## src/rtl/adder_mul_pkg.sv

```systemverilog
// Shared types and sizing helpers for the sequential shift-and-add multiplier.
package adder_mul_pkg;

    typedef enum logic [1:0] {
        IDLE = 2'd0,
        RUN  = 2'd1,
        DONE = 2'd2
    } mul_state_t;

    function automatic int cnt_w(input int n);
        return $clog2(n + 1);
    endfunction

endpackage

```

## src/rtl/full_adder_n.sv

```systemverilog
// N-bit ripple-carry adder shared by the multiplier datapath.
module full_adder_n #(
    parameter int N = 4
) (
    input  logic [N-1:0] a_i,
    input  logic [N-1:0] b_i,
    input  logic         ci_i,
    output logic [N-1:0] sum_o,
    output logic         co_o
);

    logic [N:0] carry;

    assign carry[0] = ci_i;

    for (genvar i = 0; i < N; i++) begin : g_bit
        assign sum_o[i]     = a_i[i] ^ b_i[i] ^ carry[i];
        assign carry[i + 1] = (a_i[i] & b_i[i]) | (carry[i] & (a_i[i] ^ b_i[i]));
    end

    assign co_o = carry[N];

endmodule

```

## src/rtl/adder_mul_seq.sv

```systemverilog
// Unsigned NxN shift-and-add multiplier: one shared adder, one partial product per cycle.
//  state | meaning
//  IDLE  | waiting for start, ready=1
//  RUN   | accumulating one multiplier bit per cycle, busy=1
//  DONE  | product in p, done=1 for one cycle, start accepted back-to-back
module adder_mul_seq
    import adder_mul_pkg::*;
#(
    parameter int N = 4
) (
    input  logic           clk,
    input  logic           rst,
    input  logic           start,
    input  logic [N-1:0]   a,
    input  logic [N-1:0]   b,
    output logic           ready,
    output logic           busy,
    output logic           done,
    output logic [2*N-1:0] p
);

    localparam int             CW       = cnt_w(N);
    localparam logic [CW-1:0]  CNT_LAST = CW'(N - 1);

    mul_state_t     state_q;
    logic [N-1:0]   mcand_q;
    logic [N-1:0]   acc_hi_q;
    logic [N-1:0]   acc_lo_q;
    logic [CW-1:0]  cnt_q;
    logic [2*N-1:0] p_q;
    logic           ready_q;
    logic           busy_q;
    logic           done_q;

    logic [N-1:0]   addend;
    logic [N-1:0]   sum;
    logic           co;
    logic [2*N-1:0] shift_d;

    assign addend = mcand_q & {N{acc_lo_q[0]}};

    full_adder_n #(.N(N)) u_adder (
        .a_i   (acc_hi_q),
        .b_i   (addend),
        .ci_i  (1'b0),
        .sum_o (sum),
        .co_o  (co)
    );

    // The carry-out lands in acc_hi[N-1], so no product bit is ever dropped.
    assign shift_d = {co, sum, acc_lo_q[N-1:1]};

    always_ff @(posedge clk or posedge rst) begin
        if (rst) begin
            state_q  <= IDLE;
            mcand_q  <= '0;
            acc_hi_q <= '0;
            acc_lo_q <= '0;
            cnt_q    <= '0;
            p_q      <= '0;
            ready_q  <= 1'b1;
            busy_q   <= 1'b0;
            done_q   <= 1'b0;
        end else begin
            case (state_q)
                IDLE: begin
                    done_q <= 1'b0;
                    if (start) begin
                        mcand_q  <= a;
                        acc_lo_q <= b;
                        acc_hi_q <= '0;
                        cnt_q    <= '0;
                        state_q  <= RUN;
                        ready_q  <= 1'b0;
                        busy_q   <= 1'b1;
                    end
                end
                RUN: begin
                    {acc_hi_q, acc_lo_q} <= shift_d;
                    cnt_q                <= cnt_q + CW'(1);
                    if (cnt_q == CNT_LAST) begin
                        p_q     <= shift_d;
                        state_q <= DONE;
                        ready_q <= 1'b1;
                        busy_q  <= 1'b0;
                        done_q  <= 1'b1;
                    end
                end
                DONE: begin
                    done_q <= 1'b0;
                    if (start) begin
                        mcand_q  <= a;
                        acc_lo_q <= b;
                        acc_hi_q <= '0;
                        cnt_q    <= '0;
                        state_q  <= RUN;
                        ready_q  <= 1'b0;
                        busy_q   <= 1'b1;
                    end else begin
                        state_q <= IDLE;
                        ready_q <= 1'b1;
                    end
                end
                default: begin
                    state_q <= IDLE;
                    ready_q <= 1'b1;
                    busy_q  <= 1'b0;
                    done_q  <= 1'b0;
                end
            endcase
        end
    end

    assign ready = ready_q;
    assign busy  = busy_q;
    assign done  = done_q;
    assign p     = p_q;

endmodule

```

## config.mk

```make
export PLATFORM = sky130hd
export DESIGN_NAME = adder_mul_seq
export DESIGN_NICKNAME = d
export VERILOG_FILES = /design/src/rtl/adder_mul_pkg.sv /design/src/rtl/full_adder_n.sv /design/src/rtl/adder_mul_seq.sv
export SDC_FILE = /design/constraint.sdc
export NUM_CORES = 1
export LEC_CHECK = 0
export BUFFER_PORTS_ARGS = -buffer_cell sky130_fd_sc_hd__buf_2
export CAP_MARGIN = 20
export CORE_MARGIN = 2
export CORE_UTILIZATION = 28
export DETAILED_ROUTE_END_ITERATION = 16
export MAX_ROUTING_LAYER = met4
export PLACE_DENSITY = 0.53
export SETUP_SLACK_MARGIN = 0.3
export SYNTH_ARGS = -nofsm -noshare
export SYNTH_HDL_FRONTEND = slang
export SYNTH_HIERARCHICAL = 1
export SYNTH_SLANG_ARGS = --single-unit
```

## constraint.sdc

```tcl
create_clock -name clk -period 3.3 [get_ports clk]
set_input_delay 0.66 -clock clk [delete_from_list [all_inputs] [get_ports clk]]
set_output_delay 0.66 -clock clk [all_outputs]
set_load 0.02 [all_outputs]
```

==> summary.md <==
| Metric | Value |
|---|---|
| Mapped Cells | 111 |
| Antenna Violating Nets Remaining | 0 |
| Worst-path clk slew | 0.10 ns |
| Final instance area | 1540 µm² |
| Crit-path cells | and2_1 -> fa_1 -> inv_1 -> fa_1 -> inv_1 -> fa_1 -> inv_1 -> fa_1 -> inv_1 -> mux2_2 -> a22o_1 |
| Inserted Diodes | 0 |
| Worst Clk Skew | 0.00802 ns |
| Worst-Margin Slew | 0.549 ns |
| Core ar. | 4440 µm² |
| Port bufs | 21 |
| Detailed Routing Iterations Pass 1 | 4 |
| Proportion of layout cells with a drive suffix above 1 | 33.1% |
| Vias in the first global route | 876 |
| Fin Hold WS | 0.412 ns |
| Die W | 72.7 µm |
| TritonCTS buffer count | 3 |
| Row cnt | 24 |
| Post-route minimum period | 2.44 ns |
| Setup bufs post-CTS | 0 |
| Synth Flop Type | dfrtp_1 |
| Syn Nets | 128 |
| WS Path Type | flip-flop to flip-flop |
| Post-DP Area | 1470 µm² |
| CTS tree | done |
| Io pins | 22 |
| Final wirelength | 2420 µm |
| Post-Syn Area per Cell | 11.9 µm² |
| Top post-synthesis cells by area | dfrtp_1 51%, mux2_2 12%, fa_1 6.1%, inv_1 4.5%, a22o_1 3.3% |
| Congestion Overflow GR | 0 |
| Final setup fails | 0 |
| Path type of the worst min-delay path | input port to asynchronous set/reset pin |
| Drt initial violations | 45 |
| PwrDens | 1040 nW/µm² |
| CTS H-tree lvls | 1 |
| Leading area contributor after synthesis | dfrtp_1 |
| First-pass GRT wire length | 4280 µm |
| Clock latency on the worst-skew pair | 0.27 ns |
| Final sum of negative setup slack | 0 ns |
| Type of element capturing the critical path | flip-flop |
| Fin crit share | 74.1% |
| Global Route Usage Sum | 10.8% |
| Initial Utilization | 29.7% |
| Number of flops mapped to enable cells by yosys | 0 |
| Clock Sinks | 28 |
| WP data arrival | 2.61 ns |
| Synthesis-stage register bit count | 28 |
| Die area | 5280 µm² |
| Max clock buf depth | 2 |
| Crit path max fanout | 6 |
| Post-synthesis sequential area ratio | 53.1% |
| Net count, final | 151 |
| Via count | 835 |
| Dpl cells | 180 |
| Most frequent cells in the layout | 27 x dfrtp_1, 21 x buf_2, 16 x inv_1 |
| Tot Pwr | 0.00160 W |
| Synth top area share | 51.1% |
| Max Slew Vio Count | 0 |
| Largest net degree at the start of global routing | 29 |
| Status | finished, final reports clean |
| DRC violations left | 0 |
| Fmax | 409 MHz |
| # resized after CTS | 0 |
| Drt wl/cell | 13.1 µm |
| Fin cells | 185 |
| Netlist cell types | 25 |
| Yosys synthesis warning count | 6 |
| Area growth, synth to finish | 16.7% |
| Cts-stage hold buffer count | 0 |
| Async S/R FF share, synth | 100% |
| DP HPWL | 1730 µm |
| Max-Slew Margin vs Limit | 63.3% |
| RSZ-0062 raised after global routing | no |
| Vias per inst | 4.51 |
| Max stage delay on crit path | 0.43 ns |
| Commonest non-fill, non-tap cell in the layout | dfrtp_1 |
| Critical Path RT | 3.46 ns |
| Critical path launch point type | flip-flop |
| Cell area after synthesis | 1320 µm² |
| Final Wtd Congestion | 0.789 |
| LEAKAGE | 0.759 nW |
| Max-capacitance violation count | 0 |
| Worst path slowest cell | dfrtp_1 |
| Final hold vios | 0 |
| Clock root buffer | clkbuf_8 |
| Initial antenna violation count | 0 |
| Die height | 72.7 µm |
| Max IR drop VDD | 0.363 mV |
[critical path: cells and delay by family (launching register included)]
family / cells / cell delay (ns)
compound gates: 1 / 0.18
fa+ha+maj: 4 / 1.04
buf+inv: 4 / 0.25
flops: 1 / 0.43
mux: 1 / 0.25
simple gates: 1 / 0.19
[power by group]
group          total [W]  internal, W  switching (W)
combinational   0.000747     0.000359       0.000388
sequential      0.000646     0.000518       0.000128
clock           0.000210     0.000107       0.000104
total            0.00160     0.000983       0.000620
[sequential cells by signal, summed over array words and instances (netlist names)]
name / count
busy: 1
cnt_q: 3
acc_lo_q: 4
state_q: 2
ready: 1
acc_hi_q: 4
done: 1
mcand_q: 4
p: 8
[cells in the mapped netlist (2+ instances only)]
library cell	n
nand2_1	5
inv_1	16
and2_1	5
a22o_1	5
ha_1	2
nand2b_1	4
dfrtp_1	27
o22ai_1	3
nor2_1	3
fa_1	4
buf_2	4
a21oi_1	4
mux2_2	14
o21ai_0	4
[stage by stage]
stage	setup slack, ns	util, %
after floorplan	0.993	-
after global placement	0.929	33.1
after detailed placement	0.870	33.1
after CTS	0.839	34.3
final	0.856	34.7
after global routing	0.719	34.7
[worst paths after layout]
path	startpoint	end	slack, ns	cells after the start
min in group clk	busy	busy	0.49	2
setup / recovery	acc_lo_q[0]	acc_hi_q[3]	0.86	11
max in group asynchronous	rst	ready	2.32	3
hold reg to reg	busy	busy	0.49	2
hold / removal	rst	p[1]	0.41	2
setup reg to reg	acc_lo_q[0]	acc_hi_q[3]	0.86	11
[cell families (layout without fill, tap and decap cells)]
family | Yosys count | in the layout | synth area share [%]
multiplexers | 15 | 15 | 12.7
buffers and inverters | 20 | 42 | 6.06
XOR/XNOR | 1 | 1 | 0.663
AND/OR/NAND/NOR | 22 | 22 | 10.3
flip-flops | 28 | 28 | 53.1
other | 1 | 1 | 0.284
AO/OA/AOI/OAI | 18 | 18 | 8.90
adder cells (fa/ha/maj) | 6 | 6 | 7.95
[layout make-up]
type	count	area (µm²)
clock buffer	4	55.1
timing repair buffer	22	120
sequential	28	702
tap	52	65.1
multi-input combinational	63	539
inverter	16	60.1
fill	458	2900
[metal layers]
layer  vias up  global-route usage (%)  part of all wire, %
li1        404                       -                    -
met2        19                    15.3                   45
met5         -                       -                    0
met4         0                    3.09                  1.1
met1       410                    15.4                   49
met3         2                    2.49                  4.2
(Power assumes the default switching activity.)
